`src/rtl/pipeline_hazard_ctrl_pkg.sv`:
```
// Shared types and constants for the pipeline stall/flush controller.
package pipe_ctrl_pkg;

    localparam int unsigned REG_ADDR_W = 5;

    typedef enum logic [1:0] {
        RUN      = 2'd0,
        MEM_WAIT = 2'd1,
        ERROR    = 2'd2
    } ctrl_state_t;

endpackage

```
`src/rtl/pipeline_hazard_ctrl_sat_counter.sv`:
```
// Saturating up-counter with synchronous active-high clear.
module sat_counter #(
    parameter int unsigned WIDTH = 32
) (
    input  logic             clk,
    input  logic             reset,
    input  logic             inc,
    output logic [WIDTH-1:0] count
);

    logic [WIDTH-1:0] count_q;
    logic [WIDTH-1:0] count_d;

    always_comb begin
        count_d = count_q;
        if (inc && (count_q != '1)) begin
            count_d = count_q + 1'b1;
        end
    end

    always_ff @(posedge clk) begin
        if (reset) begin
            count_q <= '0;
        end else begin
            count_q <= count_d;
        end
    end

    assign count = count_q;

endmodule

```
`src/rtl/pipeline_hazard_ctrl.sv`:
```
// Stall/flush controller for the 5-stage pipeline: load-use, taken branch,
// data-memory req/ack sequencing with timeout, and performance counters.
module pipeline_hazard_ctrl
    import pipe_ctrl_pkg::*;
#(
    parameter int unsigned MEM_TIMEOUT = 16,
    parameter int unsigned CNT_W       = 32
) (
    input  logic                  clk,
    input  logic                  reset,
    input  logic [REG_ADDR_W-1:0] if_id_rs1,
    input  logic [REG_ADDR_W-1:0] if_id_rs2,
    input  logic                  id_ex_memread,
    input  logic [REG_ADDR_W-1:0] id_ex_rd,
    input  logic                  ex_mem_memread,
    input  logic                  ex_mem_memwrite,
    input  logic                  ex_mem_branch,
    input  logic                  ex_mem_zero,
    input  logic                  dmem_ack,
    output logic                  dmem_req,
    output logic                  pc_write,
    output logic                  pc_src,
    output logic                  if_id_write,
    output logic                  id_ex_write,
    output logic                  ex_mem_write,
    output logic                  mem_wb_write,
    output logic                  if_id_flush,
    output logic                  id_ex_flush,
    output logic                  ex_mem_flush,
    output logic                  mem_wb_flush,
    output logic                  dmem_timeout,
    output logic [CNT_W-1:0]      stall_cnt,
    output logic [CNT_W-1:0]      flush_cnt
);

    localparam int unsigned WAIT_W = $clog2(MEM_TIMEOUT) + 1;
    localparam logic [WAIT_W-1:0] WAIT_LAST = WAIT_W'(MEM_TIMEOUT - 1);

    ctrl_state_t       state_q, state_d;
    logic [WAIT_W-1:0] wait_cnt_q, wait_cnt_d;

    logic memop, taken, luse;
    logic freeze, resolve;
    logic stall_inc, flush_inc;

    assign memop = ex_mem_memread | ex_mem_memwrite;
    assign taken = ex_mem_branch & ex_mem_zero;
    assign luse  = id_ex_memread && (id_ex_rd != '0) &&
                   ((id_ex_rd == if_id_rs1) || (id_ex_rd == if_id_rs2));

    always_comb begin
        state_d      = state_q;
        wait_cnt_d   = wait_cnt_q;
        dmem_req     = 1'b0;
        pc_write     = 1'b1;
        pc_src       = 1'b0;
        if_id_write  = 1'b1;
        id_ex_write  = 1'b1;
        ex_mem_write = 1'b1;
        mem_wb_write = 1'b1;
        if_id_flush  = 1'b0;
        id_ex_flush  = 1'b0;
        ex_mem_flush = 1'b0;
        mem_wb_flush = 1'b0;
        dmem_timeout = 1'b0;
        freeze       = 1'b0;
        resolve      = 1'b0;

        if (reset) begin
            pc_write     = 1'b0;
            if_id_write  = 1'b0;
            id_ex_write  = 1'b0;
            ex_mem_write = 1'b0;
            mem_wb_write = 1'b0;
            state_d      = RUN;
            wait_cnt_d   = '0;
        end else begin
            case (state_q)
                RUN: begin
                    dmem_req = memop;
                    if (memop && !dmem_ack) begin
                        freeze     = 1'b1;
                        state_d    = MEM_WAIT;
                        wait_cnt_d = '0;
                    end else begin
                        resolve = 1'b1;
                    end
                end
                MEM_WAIT: begin
                    dmem_req = 1'b1;
                    // ack wins over timeout on the final wait cycle
                    if (dmem_ack) begin
                        resolve = 1'b1;
                        state_d = RUN;
                    end else begin
                        freeze     = 1'b1;
                        wait_cnt_d = wait_cnt_q + 1'b1;
                        if (wait_cnt_q == WAIT_LAST) begin
                            state_d = ERROR;
                        end
                    end
                end
                ERROR: begin
                    pc_write     = 1'b0;
                    if_id_write  = 1'b0;
                    id_ex_write  = 1'b0;
                    ex_mem_write = 1'b0;
                    mem_wb_write = 1'b0;
                    dmem_timeout = 1'b1;
                end
                default: begin
                    state_d = RUN;
                end
            endcase

            if (freeze) begin
                pc_write     = 1'b0;
                if_id_write  = 1'b0;
                id_ex_write  = 1'b0;
                ex_mem_write = 1'b0;
                mem_wb_flush = 1'b1;
            end else if (resolve) begin
                if (taken) begin
                    pc_src       = 1'b1;
                    if_id_flush  = 1'b1;
                    id_ex_flush  = 1'b1;
                    ex_mem_flush = 1'b1;
                end else if (luse) begin
                    pc_write    = 1'b0;
                    if_id_write = 1'b0;
                    id_ex_flush = 1'b1;
                end
            end
        end
    end

    assign stall_inc = !reset && !pc_write && ((state_q == RUN) || (state_q == MEM_WAIT));
    assign flush_inc = !reset && resolve && taken;

    always_ff @(posedge clk) begin
        if (reset) begin
            state_q    <= RUN;
            wait_cnt_q <= '0;
        end else begin
            state_q    <= state_d;
            wait_cnt_q <= wait_cnt_d;
        end
    end

    sat_counter #(.WIDTH(CNT_W)) u_stall_cnt (
        .clk   (clk),
        .reset (reset),
        .inc   (stall_inc),
        .count (stall_cnt)
    );

    sat_counter #(.WIDTH(CNT_W)) u_flush_cnt (
        .clk   (clk),
        .reset (reset),
        .inc   (flush_inc),
        .count (flush_cnt)
    );

endmodule
```
`config.mk`:
```
export PLATFORM = sky130hd
export DESIGN_NAME = pipeline_hazard_ctrl
export DESIGN_NICKNAME = d
export VERILOG_FILES = /design/src/rtl/pipeline_hazard_ctrl_pkg.sv /design/src/rtl/pipeline_hazard_ctrl_sat_counter.sv /design/src/rtl/pipeline_hazard_ctrl.sv
export SDC_FILE = /design/constraint.sdc
export NUM_CORES = 1
export LEC_CHECK = 0
export BUFFER_PORTS_ARGS = -buffer_cell sky130_fd_sc_hd__buf_2
export CAP_MARGIN = 0
export CORE_MARGIN = 2
export CORE_UTILIZATION = 42
export DETAILED_ROUTE_END_ITERATION = 8
export PLACE_DENSITY = 0.76
export SLEW_MARGIN = 20
export SYNTH_ARGS = -nofsm -noshare
export SYNTH_HDL_FRONTEND = slang
export SYNTH_SLANG_ARGS = --single-unit
```
`constraint.sdc`:
```
create_clock -name clk -period 2.2 [get_ports clk]
set_input_delay 0.44 -clock clk [delete_from_list [all_inputs] [get_ports clk]]
set_output_delay 0.44 -clock clk [all_outputs]
set_load 0.005 [all_outputs]
```
==> impl_metrics.env, run 1 <==
export IMPL_crit_chain="or3_4 -> a211o_1 -> inv_2 -> buf_4 -> buf_2"
export IMPL_crit_path_start="state_q[0]$_SDFFE_PP0P_"
export IMPL_worst_skew_pair_late_latency_ps=350
export IMPL_hold_buffers=0
export IMPL_fmax_mhz=469
export IMPL_drv_cap=0
export IMPL_routed_wl_um=9980
export IMPL_wire_per_inst_um=14.0
export IMPL_tritoncts="done"
export IMPL_grtUsageMet1=0.249
export IMPL_setup_violations=0
export IMPL_final_core_util=0.565
export IMPL_crit_path_start_kind="flip-flop"
export IMPL_worstPathArrival_ps=1690
export IMPL_synth_top_cell_area_share=0.373
export IMPL_slew_headroom=0.631
export IMPL_routabilityCongestion=0.882
export IMPL_rsz0062_at_grt="true"
export IMPL_rr_startpoint="u_stall_cnt.count[16]$_SDFFE_PP0P_"
export IMPL_ant_nets=0
export IMPL_endpoint="if_id_flush"
export IMPL_grt_usage=0.205
export IMPL_yosysWarnings=0
export IMPL_synth_largest_area_cell="dfxtp_1"
export IMPL_synth_area_leaders="dfxtp_1 37%, nor2_1 6.2%, nand3_1 4.6%, xor2_1 4.6%, xnor2_1 3.9%"
export IMPL_finClkSkew_ps=12.4
export IMPL_post_route_period_util=0.969
export IMPL_r2r_cells=7
export IMPL_grt_pass1_wl_um=16900
export IMPL_viasPerCell=5.60
export IMPL_grt_max_degree=41
export IMPL_regToRegSetupSlack_ps=120
export IMPL_antenna_found_initial=0
export IMPL_drt_iter0_drc=144
export IMPL_criticalPathCategory="reg -> out"
export IMPL_chipHeight_um=99.3
export IMPL_num_rows=34
export IMPL_grt_busiest_layer="met2"
export IMPL_status="completed"
export IMPL_cellPowerDensity_nw_per_um2=542
export IMPL_avgSynthCellArea_sq_um=8.16
export IMPL_grt_overflow=0
export IMPL_period_minus_slack_ps=2130
export IMPL_report_final_hold_viol_count=0
export IMPL_numCtsBuffers=9
export IMPL_grt_pass1_vias=3741
export IMPL_worstMarginPinSlew_ps=550
export IMPL_path_max_fanout=8
export IMPL_setup_worst_path_end_class="output port"
export IMPL_ys_seq_area_frac=0.373
export IMPL_async_flop_share=0
export IMPL_final_net_count=628
export IMPL_met2_usage=0.358
export IMPL_die_area_sq_um=9860
export IMPL_diodes=0
export IMPL_synth_cells=467
export IMPL_core_area_sq_um=8760
export IMPL_synth_seq_cells=71
export IMPL_critPathRequiredTime_ps=1760
export IMPL_firstDrtPassIters=4
export IMPL_cts_path_max_buffers=2
export IMPL_ys_types=50
export IMPL_p_leak_uw=0.00209
export IMPL_clk_pin_slew_worst_paths_ps=70
export IMPL_synth_nets=494
export IMPL_most_common_layout_cells="98 x buf_2, 71 x dfxtp_1, 63 x nor2_1, 44 x buf_4, 35 x nand3_1"
export IMPL_clockRootBuffer="clkbuf_8"
export IMPL_synth_flop_cell="dfxtp_1"
export IMPL_final_common_cell="buf_2"
export IMPL_fin_area_sq_um=4950
export IMPL_slew_viol_final=0
export IMPL_peakVddDrop_mv=0.327
export IMPL_dp_hpwl_um=7260
export IMPL_io_pins=99
export IMPL_critical_path_max_stage_delay_ps=390
export IMPL_drc=0
export IMPL_cp_slowest_cell="or3_4"
export IMPL_syn_area_sq_um=3810
export IMPL_regToRegEndpoint="u_stall_cnt.count[31]$_SDFFE_PP0P_"
export IMPL_hp_class="in -> reg"
export IMPL_vias=4001
export IMPL_htree_levels=3
export IMPL_port_buffers=98
export IMPL_cts_sinks=71
export IMPL_initial_core_util=0.435
export IMPL_post_dp_cell_area_sq_um=4690
export IMPL_die_width_um=99.3
export IMPL_grt_use_met3=0.0548
export IMPL_syn_to_final_growth_pct=30.0
export IMPL_drive_gt1_frac=0.299
export IMPL_synth_edf_count=0
[through the flow]
stage               setup WS [ps]  hold slack, ps  std cells  power, uW  setup TNS, ps
floorplan                    57.9             454        467       1430              0
global placement            -96.0             472        697       1520           -642
detailed placement           -129             489        697       1520          -1490
CTS                          5.15             323        713       2710              0
global route                -26.1             358        714       2780          -28.7
finish                       69.3             351        714       2680              0
[area by class of cell]
| class | count | area, sq um |
|---|---|---|
| Multi-Input combinational cell | 366 | 2290 |
| Sequential cell | 71 | 1420 |
| Inverter | 9 | 33.8 |
| Timing Repair Buffer | 144 | 852 |
| Clock inverter | 3 | 65.1 |
| Fill cell | 817 | 3810 |
| Clock buffer | 13 | 159 |
| Tap cell | 108 | 135 |
[synthesized netlist by cell type, drive strengths merged, types with 2 or more instances]
cell type / n
a21oi: 25
a31oi: 2
and2: 11
and3: 11
and4: 11
buf: 9
clkbuf: 12
dfxtp: 71
ha: 4
inv: 9
mux2: 12
mux2i: 3
nand2: 30
nand3: 35
nand4: 23
nor2: 63
nor2b: 9
nor3: 11
nor4: 10
o211ai: 2
o21a: 2
o21ai: 15
o31ai: 10
or3: 14
or4: 11
xnor2: 17
xor2: 20
[worst min-delay path by stage]
stage	from	end	slack (ps)	depth (start not counted)
floorplan	wait_cnt_q[4]$_SDFFE_PP0P_	wait_cnt_q[4]$_SDFFE_PP0P_	450	2
global placement	wait_cnt_q[4]$_SDFFE_PP0P_	wait_cnt_q[4]$_SDFFE_PP0P_	470	2
detailed placement	u_stall_cnt.count[23]$_SDFFE_PP0P_	u_stall_cnt.count[23]$_SDFFE_PP0P_	490	2
CTS	dmem_ack	state_q[0]$_SDFFE_PP0P_	320	2
global route	dmem_ack	state_q[0]$_SDFFE_PP0P_	360	2
finish	dmem_ack	state_q[0]$_SDFFE_PP0P_	350	2
[report_power, final]
part / switching [uW] / internal, uW / leakage [uW] / total [uW]
registers: 3.34 / 1290 / 0.000572 / 1290
clock network: 486 / 700 / 0.000114 / 1190
logic: 116 / 89.0 / 0.00141 / 205
total: 605 / 2080 / 0.00209 / 2680
[per-layer routing]
| layer | vias to the layer above | wire length, um |
|---|---|---|
| met5 | - | 0 |
| met4 | 0 | 76 |
| met3 | 9 | 623 |
| met2 | 122 | 5060 |
| met1 | 1904 | 4220 |
| li1 | 1966 | - |
[state kept, by name, summed over array words and instances (netlist names)]
register	cells
state_q	2
u_flush_cnt.count	32
u_stall_cnt.count	32
wait_cnt_q	5
[cell families after synthesis]
kind of cell / synth area share
fa+ha+maj: 0.0131
buf+inv: 0.0345
xor+xnor: 0.0850
flops: 0.373
mux: 0.0433
simple gates: 0.341
compound gates: 0.110
[what timing repair did]
item / CTS / global route
buffers inserted: 0 / 1
gates resized for setup: 0 / 5
endpoints found under the setup margin: 0 / 15
[critical path, delay by kind of cell (launching register included)]
kind                   cells  cell delay (ps)
and+or+nand+nor            1              390
DFF                        1              320
AOI/OAI and AO/OA          1              300
buffers and inverters      3              340
(Power assumes the default switching activity.)
==> run 2: changes to the inputs <==
--- a/config.mk
+++ b/config.mk
@@ -7,10 +7,13 @@
 export LEC_CHECK = 0
 export BUFFER_PORTS_ARGS = -buffer_cell sky130_fd_sc_hd__buf_2
 export CAP_MARGIN = 0
+export CELL_PAD_IN_SITES_DETAIL_PLACEMENT = 0
+export CELL_PAD_IN_SITES_GLOBAL_PLACEMENT = 1
 export CORE_MARGIN = 2
-export CORE_UTILIZATION = 42
+export CORE_UTILIZATION = 35
+export CTS_CLUSTER_SIZE = 14
 export DETAILED_ROUTE_END_ITERATION = 8
-export PLACE_DENSITY = 0.76
+export PLACE_DENSITY = 0.84
 export SLEW_MARGIN = 20
 export SYNTH_ARGS = -nofsm -noshare
 export SYNTH_HDL_FRONTEND = slang
==> impl_metrics.env, run 2 (same netlist as run 1, synthesis figures left out) <==
export IMPL_syn_to_final_growth_pct=30.8
export IMPL_wire_per_inst_um=13.6
export IMPL_die_width_um=108
export IMPL_htree_levels=3
export IMPL_setup_violations=0
export IMPL_dp_hpwl_um=7490
export IMPL_hold_buffers=0
export IMPL_hp_class="in -> reg"
export IMPL_criticalPathCategory="reg -> out"
export IMPL_drc=0
export IMPL_initial_core_util=0.355
export IMPL_fmax_mhz=476
export IMPL_crit_chain="or3_4 -> a211o_1 -> inv_2 -> buf_6 -> buf_2"
export IMPL_final_core_util=0.464
export IMPL_critPathRequiredTime_ps=1760
export IMPL_chipHeight_um=108
export IMPL_clk_pin_slew_worst_paths_ps=70
export IMPL_firstDrtPassIters=5
export IMPL_cp_num_buf_inv=3
export IMPL_setup_worst_path_end_class="output port"
export IMPL_status="completed"
export IMPL_rr_startpoint="state_q[0]$_SDFFE_PP0P_"
export IMPL_worstPathArrival_ps=1660
export IMPL_crit_path_start_kind="flip-flop"
export IMPL_worst_slack_ps=97.0
export IMPL_routabilityCongestion=0.848
export IMPL_final_net_count=632
export IMPL_core_area_sq_um=10700
export IMPL_post_route_period_util=0.956
export IMPL_drt_iter0_drc=253
export IMPL_vias=3958
export IMPL_r2r_cells=7
export IMPL_diodes=0
export IMPL_min_from="dmem_ack"
export IMPL_grt_overflow=0
export IMPL_regToRegEndpoint="u_flush_cnt.count[15]$_SDFFE_PP0P_"
export IMPL_antenna_found_initial=0
export IMPL_grt_pass1_wl_um=16600
export IMPL_dp_cells=731
export IMPL_viasPerCell=5.28
export IMPL_final_common_cell="buf_2"
export IMPL_drv_cap=0
export IMPL_routed_wl_um=10200
export IMPL_cellPowerDensity_nw_per_um2=490
export IMPL_p_leak_uw=0.00209
export IMPL_grt_max_degree=45
export IMPL_path_max_fanout=5
export IMPL_period_minus_slack_ps=2100
export IMPL_cts_sinks=71
export IMPL_grt_pass1_vias=3606
export IMPL_finalNonFillerCells=750
export IMPL_grt_usage=0.175
export IMPL_report_final_hold_viol_count=0
export IMPL_cp_slowest_cell="a211o_1"
export IMPL_numCtsBuffers=9
export IMPL_most_common_layout_cells="96 x buf_2, 70 x dfxtp_1, 63 x nor2_1, 47 x buf_4, 35 x nand3_1"
export IMPL_slew_headroom=0.691
export IMPL_min_delay_path_depth=2
export IMPL_pre_cts_ws_ps=-146
export IMPL_critical_path_max_stage_delay_ps=350
export IMPL_peakVddDrop_mv=0.477
export IMPL_tritoncts="done"
export IMPL_num_rows=38
export IMPL_finClkSkew_ps=6.59
export IMPL_worst_skew_pair_late_latency_ps=360
export IMPL_ant_nets=0
export IMPL_drive_gt1_frac=0.307
export IMPL_cts_path_max_buffers=2
export IMPL_worstMarginPinSlew_ps=464
export IMPL_critPathTopFamily="compound AO/OA/AOI/OAI gates"
export IMPL_clockRootBuffer="clkbuf_8"
export IMPL_regToRegSetupSlack_ps=110
export IMPL_slew_viol_final=0
export IMPL_rsz0062_at_grt="false"
export IMPL_io_pins=99
export IMPL_hold_end="state_q[0]$_SDFFE_PP0P_"
export IMPL_die_area_sq_um=11700
export IMPL_port_buffers=98
## run 2: power breakdown
part           internal, uW  total (uW)  switching, uW  leakage (uW)
combinational          90.6         207            116       0.00142
clock                   463         945            481     0.0000959
sequential             1290        1290           3.46      0.000572
total                  1840        2440            601       0.00209
## run 2: repair_timing
item	CTS	global route
endpoints found under the setup margin	3	21
pin swaps	1	2
setup buffers	0	3
cloned	0	0
gates resized for setup	0	8
## run 2: how the worst max path moves through the flow
| stage | depth (start not counted) | end | slack [ps] | from |
|---|---|---|---|---|
| after detailed placement | 8 | u_flush_cnt.count[15]$_SDFFE_PP0P_ | -150 | ex_mem_memwrite |
| after CTS | 5 | ex_mem_flush | 6 | state_q[0]$_SDFFE_PP0P_ |
| final | 5 | pc_src | 100 | state_q[0]$_SDFFE_PP0P_ |
| after global placement | 8 | u_flush_cnt.count[19]$_SDFFE_PP0P_ | -110 | ex_mem_memwrite |
| after global routing | 6 | pc_write | 5 | state_q[0]$_SDFFE_PP0P_ |
| after floorplan | 6 | u_flush_cnt.count[19]$_SDFFE_PP0P_ | 60 | ex_mem_memwrite |
## run 2: per-stage QoR
step | setup TNS, ps | hold slack, ps | instance area, sq um | total power [uW]
finish | 0 | 336 | 4980 | 2440
global placement | -666 | 470 | 4750 | 1520
floorplan | 0 | 454 | 3810 | 1430
global route | 0 | 334 | 4980 | 2540
detailed placement | -1270 | 490 | 4750 | 1520
CTS | 0 | 317 | 4920 | 2480
## run 2: layout make-up
class / count / area, sq um
clock inverter: 4 / 20.0
tap: 140 / 175
inverter: 9 / 33.8
sequential: 71 / 1420
fill: 1105 / 5760
multi-input combinational: 366 / 2280
timing repair buffer: 148 / 898
clock buffer: 12 / 155
## run 2: per-layer routing
metal,share of wire,track usage
met1,0.44,0.212
met2,0.49,0.303
met3,0.051,0.0428
met4,0.015,0.0595
met5,0,0
==> run 3: changes to the inputs <==
--- a/config.mk
+++ b/config.mk
@@ -9,6 +9,7 @@
 export CAP_MARGIN = 0
 export CELL_PAD_IN_SITES_DETAIL_PLACEMENT = 0
 export CELL_PAD_IN_SITES_GLOBAL_PLACEMENT = 1
+export CORE_ASPECT_RATIO = 1.4
 export CORE_MARGIN = 2
 export CORE_UTILIZATION = 35
 export CTS_CLUSTER_SIZE = 14
==> impl_metrics.env, run 3 (same netlist as run 1, synthesis figures left out) <==
export IMPL_status="completed"
export IMPL_drv_cap=0
export IMPL_post_route_period_util=0.963
export IMPL_routed_wl_um=10500
export IMPL_peakVddDrop_mv=0.380
export IMPL_final_net_count=630
export IMPL_post_dp_cell_area_sq_um=4760
export IMPL_fmax_mhz=472
export IMPL_finClkSkew_ps=4.77
export IMPL_worstPathArrival_ps=1680
export IMPL_whs_ps=359
export IMPL_viasPerCell=5.28
export IMPL_firstDrtPassIters=5
export IMPL_period_minus_slack_ps=2120
export IMPL_fin_area_sq_um=5070
export IMPL_tritoncts="done"
export IMPL_numCtsBuffers=9
export IMPL_crit_path_start_kind="flip-flop"
export IMPL_multiInputGateArea_sq_um=2290
export IMPL_p_int_uw=2160
export IMPL_grt_max_degree=43
export IMPL_cellPowerDensity_nw_per_um2=560
export IMPL_clk_pin_slew_worst_paths_ps=50
export IMPL_dp_hpwl_um=7790
export IMPL_swShare=0.241
export IMPL_drive_gt1_frac=0.305
export IMPL_grt_pass1_wl_um=17200
export IMPL_wire_per_inst_um=14.1
export IMPL_die_area_sq_um=11800
export IMPL_port_buffers=98
export IMPL_hold_buffers=0
export IMPL_io_pins=99
export IMPL_slew_viol_final=0
export IMPL_num_rows=45
export IMPL_p_total_uw=2840
export IMPL_cts_sinks=71
export IMPL_setup_worst_path_end_class="output port"
export IMPL_grt_overflow=0
export IMPL_path_max_fanout=8
export IMPL_grt_usage=0.182
export IMPL_clockPowerShare=0.471
export IMPL_drc=0
export IMPL_core_area_sq_um=10800
export IMPL_p_seq_frac=0.455
export IMPL_most_common_layout_cells="98 x buf_2, 71 x dfxtp_1, 63 x nor2_1, 45 x buf_4, 35 x nand3_1"
export IMPL_fillers=1070
export IMPL_cts_path_max_buffers=2
export IMPL_setup_tns_ps=0
export IMPL_clockRootBuffer="clkbuf_16"
export IMPL_antenna_found_initial=0
export IMPL_slew_headroom=0.709
export IMPL_routabilityCongestion=0.813
export IMPL_initial_core_util=0.355
export IMPL_die_width_um=92.2
export IMPL_hp_class="in -> reg"
export IMPL_htree_levels=3
export IMPL_switchingPower_uw=684
export IMPL_report_final_hold_viol_count=0
export IMPL_chipHeight_um=127
export IMPL_final_seq_area_sq_um=1420
export IMPL_vias=3951
export IMPL_critPathRequiredTime_ps=1760
export IMPL_ant_nets=0
export IMPL_drt_iter0_drc=123
export IMPL_worstMarginPinSlew_ps=436
export IMPL_worst_slack_ps=81.0
export IMPL_pre_cts_ws_ps=-136
export IMPL_final_common_cell="buf_2"
export IMPL_pwr_share_comb=0.074
export IMPL_p_leak_uw=0.00214
export IMPL_syn_to_final_growth_pct=33.0
export IMPL_setup_violations=0
export IMPL_grt_pass1_vias=3655
export IMPL_worst_skew_pair_late_latency_ps=340
export IMPL_criticalPathCategory="reg -> out"
run 3: cell types whose count changed in the layout (fill, tap and decap cells not counted), sizes merged:
cell	delta
buf	-2
clkbuf	-2
clkinv	+1
diode	+1
run 3: what timing repair did:
| item | CTS | global route |
|---|---|---|
| setup endpoints to repair | 0 | 24 |
| buffers inserted | 0 | 1 |
| gates resized for setup | 0 | 6 |
run 3: routing by layer:
layer / GRT usage / vias up / routed length, um
li1: - / 1971 / -
met2: 0.333 / 93 / 5420
met5: 0 / - / 0
met4: 0.0790 / 0 / 218
met3: 0.0383 / 17 / 521
met1: 0.203 / 1870 / 4390
run 3: final timing paths:
path | from | endpoint | slack, ps | cells after the start
worst max-delay path | state_q[0]$_SDFFE_PP0P_ | if_id_flush | 80 | 5
worst min-delay path | dmem_ack | state_q[0]$_SDFFE_PP0P_ | 360 | 2
worst max register to register | u_stall_cnt.count[5]$_SDFFE_PP0P_ | u_stall_cnt.count[21]$_SDFFE_PP0P_ | 140 | 8
worst min register to register | wait_cnt_q[4]$_SDFFE_PP0P_ | wait_cnt_q[4]$_SDFFE_PP0P_ | 490 | 2
run 3: power groups by stage:
stage	logic, uW	registers [uW]	clock network, uW
detailed placement	205	1320	0
global route	229	1290	1420
global placement	201	1320	0
floorplan	107	1320	0
CTS	206	1290	1370
finish	210	1290	1340
run 3: critical path, stage by stage (launching register included):
cell,delay [ps]
dfxtp_1,300
or3_4,390
a211o_1,320
inv_2,90
buf_6,130
buf_2,110
run 3: per-stage QoR:
step / instances / utilization
final: 749 / 0.472
after global routing: 748 / 0.471
after CTS: 747 / 0.467
after detailed placement: 732 / 0.443
after global placement: 732 / 0.443
after floorplan: 467 / -
run 3: layout make-up:
class	count	share of cell area
multi-input cells	366	0.452
clock buffers	10	0.0471
clock inverters	5	0.00493
diodes	1	0.000493
repair buffers	146	0.173
flip-flops and latches	71	0.280
well taps	141	0.0348
inverters	9	0.00666
